## src/rtl/idma_arb_pkg.sv

```systemverilog
// Shared types and constants for the iDMA job arbiter slice.
package idma_arb_pkg;

  localparam int unsigned DefaultNumChan      = 4;
  localparam int unsigned DefaultMaxInFlight  = 8;
  localparam int unsigned DefaultDoneCntWidth = 32;

  typedef logic [$clog2(DefaultNumChan)-1:0] chan_idx_t;

  // Counter wide enough to hold 0..max_in_flight inclusive.
  function automatic int unsigned outstanding_width(input int unsigned max_in_flight);
    return $clog2(max_in_flight + 1);
  endfunction

endpackage

```

## src/rtl/idma_arb_owner_fifo.sv

```systemverilog
// In-order FIFO that remembers which channel owns each job accepted by the back-end.
module idma_arb_owner_fifo
  import idma_arb_pkg::*;
#(
  parameter int unsigned Depth  = DefaultMaxInFlight,
  parameter type         data_t = chan_idx_t
) (
  input  logic  clk,
  input  logic  rst_n,
  input  logic  push,
  input  data_t data,
  input  logic  pop,
  output data_t head,
  output logic  full,
  output logic  empty
);

  localparam int unsigned PtrWidth = (Depth > 1) ? $clog2(Depth) : 1;
  localparam int unsigned CntWidth = outstanding_width(Depth);

  data_t               mem [Depth];
  logic [PtrWidth-1:0] wr_ptr;
  logic [PtrWidth-1:0] rd_ptr;
  logic [CntWidth-1:0] count;
  logic                do_push;
  logic                do_pop;

  assign full    = (count == CntWidth'(Depth));
  assign empty   = (count == '0);
  assign do_push = push & ~full;
  assign do_pop  = pop & ~empty;
  assign head    = mem[rd_ptr];

  always_ff @(posedge clk) begin
    if (do_push) begin
      mem[wr_ptr] <= data;
    end
  end

  always_ff @(posedge clk) begin
    if (!rst_n) begin
      wr_ptr <= '0;
      rd_ptr <= '0;
      count  <= '0;
    end else begin
      if (do_push) begin
        wr_ptr <= (wr_ptr == PtrWidth'(Depth - 1)) ? '0 : wr_ptr + 1'b1;
      end
      if (do_pop) begin
        rd_ptr <= (rd_ptr == PtrWidth'(Depth - 1)) ? '0 : rd_ptr + 1'b1;
      end
      count <= count + CntWidth'(do_push) - CntWidth'(do_pop);
    end
  end

endmodule

```

## src/rtl/idma_job_arbiter.sv

```systemverilog
// Round-robin sharing of one iDMA back-end between NumChan requesters,
// with in-order response routing and per-channel busy/completion tracking.
module idma_job_arbiter
  import idma_arb_pkg::*;
#(
  parameter int unsigned NumChan      = DefaultNumChan,
  parameter int unsigned MaxInFlight  = DefaultMaxInFlight,
  parameter int unsigned DoneCntWidth = DefaultDoneCntWidth,
  parameter type         idma_req_t   = logic,
  parameter type         idma_rsp_t   = logic,
  parameter int unsigned ChanIdxWidth = $clog2(NumChan)
) (
  input  logic                    clk_i,
  input  logic                    rst_ni,
  input  idma_req_t               req_i       [NumChan],
  input  logic [NumChan-1:0]      req_valid_i,
  output logic [NumChan-1:0]      req_ready_o,
  output idma_rsp_t               rsp_o       [NumChan],
  output logic [NumChan-1:0]      rsp_valid_o,
  input  logic [NumChan-1:0]      rsp_ready_i,
  output idma_req_t               be_req_o,
  output logic                    be_valid_o,
  input  logic                    be_ready_i,
  input  idma_rsp_t               be_rsp_i,
  input  logic                    be_rsp_valid_i,
  output logic                    be_rsp_ready_o,
  output logic [NumChan-1:0]      busy_o,
  output logic [DoneCntWidth-1:0] done_cnt_o  [NumChan],
  output logic                    orphan_rsp_o
);

  localparam int unsigned OutWidth = outstanding_width(MaxInFlight);

  typedef logic [ChanIdxWidth-1:0] chan_t;

  chan_t               rr_ptr;
  chan_t               rr_pick;
  chan_t               cand;
  chan_t               grant;
  chan_t               lock_chan;
  chan_t               head;
  logic                found;
  logic                lock_q;
  logic                any_valid;
  logic                fifo_full;
  logic                fifo_empty;
  logic                push;
  logic                pop;
  logic                orphan_evt;
  logic [OutWidth-1:0] outstanding [NumChan];

  // First valid channel at or after the round-robin pointer.
  always_comb begin
    rr_pick = rr_ptr;
    cand    = '0;
    found   = 1'b0;
    for (int unsigned i = 0; i < NumChan; i++) begin
      cand = ChanIdxWidth'((32'(rr_ptr) + i) % NumChan);
      if (!found && req_valid_i[cand]) begin
        rr_pick = cand;
        found   = 1'b1;
      end
    end
  end

  assign any_valid  = |req_valid_i;
  assign grant      = lock_q ? lock_chan : rr_pick;
  assign be_valid_o = rst_ni & any_valid & ~fifo_full;
  assign be_req_o   = req_i[grant];
  assign push       = be_valid_o & be_ready_i;

  // An empty owner FIFO means any response is an orphan: swallow it.
  assign be_rsp_ready_o = rst_ni & (fifo_empty ? be_rsp_valid_i : rsp_ready_i[head]);
  assign pop            = be_rsp_valid_i & be_rsp_ready_o & ~fifo_empty;
  assign orphan_evt     = be_rsp_valid_i & be_rsp_ready_o & fifo_empty;

  always_comb begin
    req_ready_o = '0;
    rsp_valid_o = '0;
    if (push) begin
      req_ready_o[grant] = 1'b1;
    end
    if (rst_ni && be_rsp_valid_i && !fifo_empty) begin
      rsp_valid_o[head] = 1'b1;
    end
    for (int c = 0; c < NumChan; c++) begin
      rsp_o[c]  = be_rsp_i;
      busy_o[c] = (outstanding[c] != '0);
    end
  end

  idma_arb_owner_fifo #(
    .Depth  (MaxInFlight),
    .data_t (chan_t)
  ) i_owner_fifo (
    .clk   (clk_i),
    .rst_n (rst_ni),
    .push  (push),
    .data  (grant),
    .pop   (pop),
    .head  (head),
    .full  (fifo_full),
    .empty (fifo_empty)
  );

  // Lock holds the grant while a job waits on be_ready_i so be_req_o stays stable.
  always_ff @(posedge clk_i) begin
    if (!rst_ni) begin
      rr_ptr       <= '0;
      lock_q       <= 1'b0;
      lock_chan    <= '0;
      orphan_rsp_o <= 1'b0;
      for (int c = 0; c < NumChan; c++) begin
        outstanding[c] <= '0;
        done_cnt_o[c]  <= '0;
      end
    end else begin
      lock_q    <= be_valid_o & ~be_ready_i;
      lock_chan <= grant;
      if (push) begin
        rr_ptr <= (grant == chan_t'(NumChan - 1)) ? '0 : grant + 1'b1;
      end
      if (orphan_evt) begin
        orphan_rsp_o <= 1'b1;
      end
      for (int c = 0; c < NumChan; c++) begin
        if (push && grant == chan_t'(c) && !(pop && head == chan_t'(c))) begin
          outstanding[c] <= outstanding[c] + 1'b1;
        end else if (pop && head == chan_t'(c) && !(push && grant == chan_t'(c))) begin
          outstanding[c] <= outstanding[c] - 1'b1;
        end
        if (pop && head == chan_t'(c)) begin
          done_cnt_o[c] <= done_cnt_o[c] + 1'b1;
        end
      end
    end
  end

endmodule

```

## config.mk

```make
export PLATFORM = sky130hd
export DESIGN_NAME = idma_job_arbiter
export DESIGN_NICKNAME = d
export VERILOG_FILES = /design/src/rtl/idma_arb_pkg.sv /design/src/rtl/idma_arb_owner_fifo.sv /design/src/rtl/idma_job_arbiter.sv
export SDC_FILE = /design/constraint.sdc
export NUM_CORES = 1
export LEC_CHECK = 0
export ABC_AREA = 1
export CORE_MARGIN = 5
export CORE_UTILIZATION = 55
export CTS_CLUSTER_DIAMETER = 60
export DETAILED_ROUTE_END_ITERATION = 10
export PLACE_DENSITY = 0.9
export SLEW_MARGIN = 20
export SYNTH_ARGS = -nofsm -noshare
export SYNTH_HDL_FRONTEND = slang
export SYNTH_SLANG_ARGS = --single-unit
```

## constraint.sdc

```tcl
create_clock -name clk_i -period 4.1 [get_ports clk_i]
set_input_delay 0.82 -clock clk_i [delete_from_list [all_inputs] [get_ports clk_i]]
set_output_delay 0.82 -clock clk_i [all_outputs]
set_load 0.005 [all_outputs]
```

## After elaboration in Yosys (flattened, before gate mapping)

Memories as Yosys holds them, arrays and structs flattened. A register that Yosys moved wholly into a read port is not among the register bits.
Index checks and enable logic that the tools add are counted.

- Register bits: 144
- Input port bits: 17
- Memories: 2
- Output and inout port bits: 148
- Memory bits (writable): 32
- Logic and storage cells: 187

Memory list:

| memory | words | bits a word | read ports | clocked after memory_dff | write ports | line | RTL |
|---|---|---|---|---|---|---|---|
| i_owner_fifo.mem | 8 | 2 | 1 | 1 | 1 | idma_arb_owner_fifo.sv:21 | `data_t mem [Depth];` |
| outstanding | 4 | 4 | 4 | 0 | 4 | idma_job_arbiter.sv:50 | `logic [OutWidth-1:0] outstanding [NumChan];` |

- Add/subtract/negate cells: 20
- Muxes and demuxes: 71
- Bitwise logic cells: 22
- Equal/unequal tests: 9
- Reductions and logical operators: 43
- Order comparisons: 9

Operators by type and width:

| operator | count |
|---|---|
| adder 32 x 1 -> 32 bit (second input constant) | 4 |
| two-way mux 1 bit | 44 |
| two-way mux 4 bit | 10 |
| logical AND 1 bit | 23 |
| < comparator 2 x 3 -> 1 bit (second input constant) | 6 |
| adder 4 x 1 -> 4 bit (second input constant) | 4 |
| nonzero test 4 bit | 4 |
| subtractor 4 x 1 -> 4 bit (second input constant) | 4 |
| binary-select mux 1 bit (select 2 bit) | 6 |
| logical NOT 1 bit | 12 |
| two-way mux 3 bit | 4 |
| bitwise AND 1 bit | 10 |
| two-way mux 2 bit | 5 |
| equality test 2 bit (second input constant) | 4 |
| OR 1 bit | 8 |
| adder 3 x 1 -> 3 bit (second input constant) | 2 |
| equality test 3 bit (second input constant) | 2 |
| adder 2 x 1 -> 2 bit (second input constant) | 2 |
| adder 2 bit (second input constant) | 2 |
| adder 4 x 1 -> 4 bit | 1 |
| demux 1 bit (select 2 bit) | 2 |
| equality test 2 x 1 -> 1 bit (second input constant) | 2 |
| equality test 4 bit (second input constant) | 1 |
| greater-or-equal comparator 2 x 1 -> 1 bit (second input constant) | 2 |
| 7 further kinds | 10 |

## Logic depth before layout (Yosys ltp)

- Word-level depth: 22
- Mapped depth: 25
- Gate-level depth less buffers: 25

## Hierarchy

From an unflattened synthesis, not the netlist that was laid out.

- Cell total of the unflattened synthesis: 1526
- Area total of the unflattened synthesis: 10566.4 µm²

By module, submodules not included:

| module | sequential area each (µm²) | area an instance (µm²) | times used | cells an instance |
|---|---|---|---|---|
| idma_job_arbiter | 3163.0 | 9086.2 | 1 | 1355 |
| idma_arb_owner_fifo | 740.7 | 1480.2 | 1 | 171 |

## Worst setup path after synthesis

Ideal clock, no wire load.

- Path type: input to register
- From: input port req_valid_i[1]
- To: memory outstanding[1][3] (netlist bit) (data pin)
- Path buffers: 0
- Library setup time: 0.249 ns
- Stages: 23
- Data required time: 3.851 ns
- Data arrival time: 3.100 ns
- Path slack: 0.751 ns
- Cell sequence: inv_1 -> o21ai_0 -> nand2_1 -> nand2_1 -> nand3_1 -> nand2_1 -> nand2_1 -> nand2_1 -> nand2_1 -> nand2_1 -> inv_1 -> ha_1 -> nand2_1 -> nand3_2 -> inv_1 -> ha_1 -> a21oi_1 -> nand2_1 -> xor2_1 -> inv_1 -> nand2_1 -> nand2_1 -> inv_1

RTL lines:

| element | line | RTL |
|---|---|---|
| start: declaration | idma_job_arbiter.sv:16 | `input logic [NumChan-1:0] req_valid_i,` |
| end: declaration | idma_job_arbiter.sv:50 |  |

## Worst setup path in the final report

- From: input port req_valid_i[2]
- To: output port req_ready_o[3]

- Cells in the longest elaborated chain, start to end: 18
- Elaborated cells on any way between the ends: 31
- Classes of those cells: order compare: 2; mux: 18; bitwise: 3; reduce/logical: 8

RTL lines:

| element | line | RTL |
|---|---|---|
| binary-select mux 1 bit (select 2 bit) | idma_job_arbiter.sv:59 | `if (!found && req_valid_i[cand]) begin` |
| two-way mux 1 bit (not written as such) | idma_job_arbiter.sv:59 |  |
| two-way mux 1 bit | idma_job_arbiter.sv:59 |  |
| logical NOT 1 bit | idma_job_arbiter.sv:59 |  |
| logical AND 1 bit | idma_job_arbiter.sv:59 |  |
| two-way mux 1 bit | idma_job_arbiter.sv:59 |  |
| logical NOT 1 bit | idma_job_arbiter.sv:59 |  |
| logical AND 1 bit | idma_job_arbiter.sv:59 |  |
| [3 not listed] | - |  |
| two-way mux 2 bit (*) | idma_job_arbiter.sv:59 |  |
| two-way mux 2 bit (*) | idma_job_arbiter.sv:67 | `assign grant = lock_q ? lock_chan : rr_pick;` |
| net grant[0] | idma_job_arbiter.sv:39 | `chan_t grant;` |
| < comparator 2 x 3 -> 1 bit (not written as such) / greater-or-equal comparator 2 x 1 -> 1 bit (equally long branches) | idma_job_arbiter.sv:81 | `req_ready_o[grant] = 1'b1;` |
| logical AND 1 bit (not written as such) | idma_job_arbiter.sv:81 |  |
| two-way mux 1 bit (not written as such) | idma_job_arbiter.sv:81 |  |
| demux 1 bit (select 2 bit) (*) | idma_job_arbiter.sv:81 |  |
| two-way mux 4 bit (*) | idma_job_arbiter.sv:80 | `if (push) begin` |
| end: declaration | idma_job_arbiter.sv:17 | `output logic [NumChan-1:0] req_ready_o,` |

Mark *: on every way through the listed nets, which the timed path passes. The rest lies on a longest branch. The select of a mux whose other input is x is not followed.

==> results.ini <==
[floorplanning]
initial_utilization = 0.561
ioPinCount = 165
fp.dieH_um = 151
core_um2 = 19600
rows = 51
die_w_um = 151
dieArea_um2 = 22900

[timing]
whs_ns = 0.464
fin_worst_skew_ns = 0.00938
fin_crit_sh = 0.970
layout_setup_ws_ns = 0.124
fmax_ghz = 0.252
hold_violations = 0
tightest_slew_ns = 0.699
drv_slew = 0
rsz0062_at_grt = true
layout_min_cycle_time_ns = 3.98
setup_violations = 0
relSlewSlack = 0.530
fin_setup_tns_ns = 0

[route]
wl_per_cell_um = 15.5
drc_errors = 0
ant_nets = 0
viasPerCell = 5.53
vias = 11200
drt_first_iter_violations = 989
routed_wl_um = 31500
drtPass1Iterations = 6

[setup_path]
end_kind = primary output
start_kind = input port
cp_max_fo = 4
timing.critical_path.buf_inv = 4
cp_slowest_cell = clkdlybuf4s50_1
r2r_cells = 23
r2r-start = rr_ptr[0]
worstPathArrival_ns = 3.16
rrSetupSlack_ns = 0.66
cpLargestDelayFamily = buffers and inverters
max_stage_delay_ns = 0.53
crit_chain = clkdlybuf4s50_1, nand2_1, nand2_1, nand2_1, nand2_2, nor2_1, nand2_1, nand2_1, nand2_1, nand2_1, nand2_2, inv_2, ha_1, inv_1, nor2_2, clkdlybuf4s50_1
worst_path_most_repeated_cell = nand2_1
critPathKind = input port to primary output
worstReg2RegEnd = outstanding[1][3]
crit_required_ns = 3.28

[logic_synthesis]
synth_cell_types = 37
avgSynthCellArea_um2 = 6.84
synth_ff_type = dfxtp_1
synth_warnings = 0
synthArstFlopShare = 0
syn_area_um2 = 11000
synth-seq-cells = 179
syn_inst = 1607
synth-edff-count = 32
synth-seq-area-share = 0.355
syn-num-nets = 1655

[clocking]
clk_latency_ns = 0.43
cts.sinks = 179
root_buffer = clkbuf_16
cts_buffers = 17
ctsLongestPathBuffers = 2
htreeDepth = 4
path_clk_slew_ns = 0.06
cts_hold_buf = 0
cts_tree = built

[place]
dp.cells = 1994
hpwl_um = 22900
portBuffers = 159
pre_cts_ws_ns = -0.145
gp_congestion = 0.955
place_area_um2 = 12800

[worst_hold_path]
min_from = orphan_rsp_o
hold_path_end = orphan_rsp_o
holdCritPathClass = flip-flop to flip-flop
whs_path_depth = 2

[cells_and_area]
diodes = 0
layout-drive-gt1-share = 0.0544
syn_to_final_growth_pct = 22.6
multi_input_area_um2 = 6240
fillers = 1675
stdcell_area_um2 = 13500
final_common_cell = nand2_1
final_cells = 2029
fin_util = 0.688
ff_latch_area_um2 = 3910
nets = 1799
final_cell_mix = 441 x nand2_1, 200 x nand3_1, 156 x clkdlybuf4s50_1

[global_route]
grt_max_degree = 55
antenna_found_initial = 0
grt_pass1_wl_um = 51200
track_usage = 0.275
grt_pass1_vias = 10600
globalRouteOverflowTotal = 0

[power]
power.internal_mw = 3.47
pwr-share-comb = 0.279
p_leak_nw = 5.21
powerDensity_nw_per_um2 = 393
ir_drop_mv = 0.301
p_seq_frac = 0.378
p_clk_frac = 0.343
sw_frac_of_total = 0.345
p_sw_mw = 1.83
finalPower_mw = 5.29

[flow_run]
maxCapViolations = 0

[status]
status = finished clean

==> logic make-up (layout without fill, tap and decap cells) <==
family                   Yosys count  after routing  share of synthesized area
AND/OR/NAND/NOR                  923            923                      0.367
buffers and inverters            209            366                     0.0812
flip-flops                       179            179                      0.355
AO/OA/AOI/OAI                    156            156                     0.0720
XOR/XNOR                         109            109                     0.0868
adder cells (fa/ha/maj)           31             31                     0.0380
==> state kept, by name, summed over array words and instances, names as in the netlist, 2 cells and up, named ones only <==
signal	count
done_cnt_o	128
i_owner_fifo.mem	16
outstanding	16
i_owner_fifo.count	4
i_owner_fifo.rd_ptr	3
i_owner_fifo.wr_ptr	3
lock_chan	2
rr_ptr	2
==> cell usage after synthesis (2+ instances only) <==
| library cell | count | area share |
|---|---|---|
| fa_1 | 4 | 0.0073 |
| ha_1 | 27 | 0.031 |
| nor2_2 | 3 | 0.0017 |
| edfxtp_1 | 32 | 0.087 |
| nand2_2 | 3 | 0.0017 |
| inv_1 | 146 | 0.050 |
| nand3_1 | 201 | 0.091 |
| nor3_1 | 59 | 0.027 |
| nor2_4 | 2 | 0.0020 |
| nand3_2 | 4 | 0.0036 |
| nor3b_1 | 7 | 0.0048 |
| buf_2 | 19 | 0.0086 |
| nand3b_1 | 12 | 0.0082 |
| buf_6 | 2 | 0.0020 |
| a21oi_1 | 127 | 0.058 |
| xor2_1 | 67 | 0.053 |
| xnor2_1 | 42 | 0.033 |
| buf_4 | 18 | 0.012 |
| nor4_1 | 6 | 0.0034 |
| a31oi_1 | 3 | 0.0017 |
| o21ai_1 | 3 | 0.0014 |
| clkbuf_1 | 21 | 0.0072 |
| nor2_1 | 144 | 0.049 |
| nand4_1 | 29 | 0.016 |
| dfxtp_1 | 147 | 0.27 |
| nand2_1 | 449 | 0.15 |
| o21ai_0 | 20 | 0.0091 |
==> power groups by stage <==
stage	Sequential (mW)	Combinational (mW)	Clock, mW
after floorplan	2.01	1.09	0
after CTS	2.00	1.44	1.83
after global placement	2.03	1.36	0
final	2.00	1.48	1.82
after detailed placement	2.03	1.42	0
after global routing	2.01	1.63	1.91
==> worst register-to-register path: cells and delay by family, from the launching register on <==
kind / cells / cell delay (ns)
fa+ha+maj: 2 / 0.53
xor+xnor: 1 / 0.20
buf+inv: 5 / 0.56
flops: 1 / 0.46
simple gates: 13 / 1.07
compound gates: 2 / 0.38
==> cell type report <==
cell class              count  share of cell area
clock inverters            15              0.0169
well taps                 265              0.0246
multi-input cells        1219               0.463
clock buffers              17              0.0315
repair buffers            185               0.133
inverters                 149              0.0417
flip-flops and latches    179               0.290
==> routing by layer <==
| metal | vias up | global-route usage | part of all wire |
|---|---|---|---|
| li1 | 5547 | - | - |
| met1 | 5193 | 0.371 | 0.43 |
| met2 | 418 | 0.441 | 0.46 |
| met3 | 69 | 0.0470 | 0.070 |
| met4 | 0 | 0.107 | 0.034 |
| met5 | - | 0 | 0 |
==> timing repair <==
| action | CTS | global route |
|---|---|---|
| setup buffers | 0 | 3 |
| endpoints found under the setup margin | 3 | 5 |
| gates resized for setup | 2 | 23 |
| pin swaps | 0 | 6 |
==> worst max path at each step <==
stage	from	slack, ns	end	depth (start not counted)
2_1_floorplan	req_valid_i[1]	0.75	outstanding[1][3]	23
3_3_place_gp	req_valid_i[1]	0.06	req_ready_o[1]	15
3_5_place_dp	req_valid_i[1]	-0.14	outstanding[1][3]	23
4_1_cts	req_valid_i[2]	0.02	req_ready_o[3]	16
5_1_grt	req_valid_i[0]	-0.06	req_ready_o[3]	16
6_report	req_valid_i[2]	0.12	req_ready_o[3]	16
(Power assumes the default switching activity.)
==> RTL change: new RTL, same settings <==
Set the package constant `DefaultNumChan` to 8 (it was 4).
--- a/src/rtl/idma_arb_pkg.sv
+++ b/src/rtl/idma_arb_pkg.sv
@@ -1,7 +1,7 @@
 // Shared types and constants for the iDMA job arbiter slice.
 package idma_arb_pkg;
 
-  localparam int unsigned DefaultNumChan      = 4;
+  localparam int unsigned DefaultNumChan      = 8;
   localparam int unsigned DefaultMaxInFlight  = 8;
   localparam int unsigned DefaultDoneCntWidth = 32;
 
Interface: changed (8 resized); port bits go from 165 to 321. No check against the original RTL was run, so the function may have changed too.
==> RTL change against the unedited design <==
The run now ends with setup timing left. Cell area increased by 89%. Sequential cell count is 154 higher. Largest power group is now the clock network. Worst setup slack got worse by 160 ps. Total power rose by 97%. Via count up 88%. Area after synthesis rose by 80%. Count of clock-buffer cells in the layout rose by 35. Routed wire length is 99% higher.
==> RTL change: results (changes against the unedited design) <==
stage	metric	value	unit	change
critical_path	slowest_stage	dfxtp_2		
power_and_ir_drop	vdd_drop_max	311.4	µV	+3.6%
global_route	grt_max_degree	220		+300%
critical_path	path_delay_family	simple AND/OR/NAND/NOR gates		
power_and_ir_drop	pg_comb	2.96	mW	+100%
outcome	status	finished, violations left		
timing	maxSlewHeadroom	29.38	%	-24 points
yosys	synth_cell_types	45		+22%
power_and_ir_drop	seq_power_share	35.6	%	-2.2 points
route	route.final.wire_length	62.50	mm	+99%
route	first_iter_violations	1711		+73%
hold_path	hold_end	done_cnt_o[223]		
cells_and_area	stdcell_area	25540	µm²	+89%
outcome	violations	setup timing		
critical_path	cp-endpoint	be_req_o		
yosys	synthMuxAreaShare	0.05044	%	+0.050 points
clock_network	clock_latency	560	ps	+130 ps
global_route	first_global_vias	20170		+91%
floorplan	die_area	39980	µm²	+74%
yosys	synth_xor_area_share	10.06	%	+1.4 points
clock_network	cts-htree-levels	2		-2
global_route	grt_pass1_wl	98.59	mm	+92%
critical_path	regToRegEndpoint	outstanding[1][15]		
placed_design	place_hpwl	44.19	mm	+93%
cells_and_area	fin_nets	3335		+85%
cells_and_area	inv_count	240		+61%
timing	worst_slack	-31.10	ps	-155.1 ps
critical_path	cpPeakStageDelay	340	ps	-190 ps
timing	skew	24.87	ps	+15.49 ps
cells_and_area	seq-cell-share	28.32	%	-0.63 points
cells_and_area	n_all_buffers	399		+120%
cells_and_area	drive_above_1_share	8.964	%	+3.5 points
yosys	syn_avg_cell_area	6.814	µm²	-0.42%
power_and_ir_drop	pwr-share-clk	36.0	%	+1.7 points
timing	setup_viol	2		+2
cells_and_area	fin_cells	3752		+85%
-- RTL change: changes by cell type after synthesis, sizes merged, moves of 23 or more --
cell | before | now
inv | 148 | 239
o21ai | 23 | 72
dfxtp | 147 | 277
xor2 | 67 | 170
edfxtp | 32 | 56
clkbuf | 21 | 44
nor2 | 149 | 305
nand3 | 205 | 97
nor4 | 6 | 47
nor3 | 60 | 129
a21oi | 127 | 257
nand2 | 453 | 987
-- RTL change: what timing repair did --
action,CTS,global route
hold endpoints to repair,0,0
pin swaps,21,27
gates resized for setup,78,62
buffers inserted,21,7
setup endpoints to repair,12,18
-- RTL change: worst min-delay path, delay by kind of cell (launching register included) --
family	cells	cell delay [ps]
buffers and inverters	1	50
AO/OA/AOI/OAI	1	50
flip-flops	1	320
-- RTL change: layer usage --
metal	part of all wire (%)	global-route usage [%]
met5	0	0
met4	3.4	10.34
met2	47	48.98
met1	41	39.06
met3	8.3	4.733
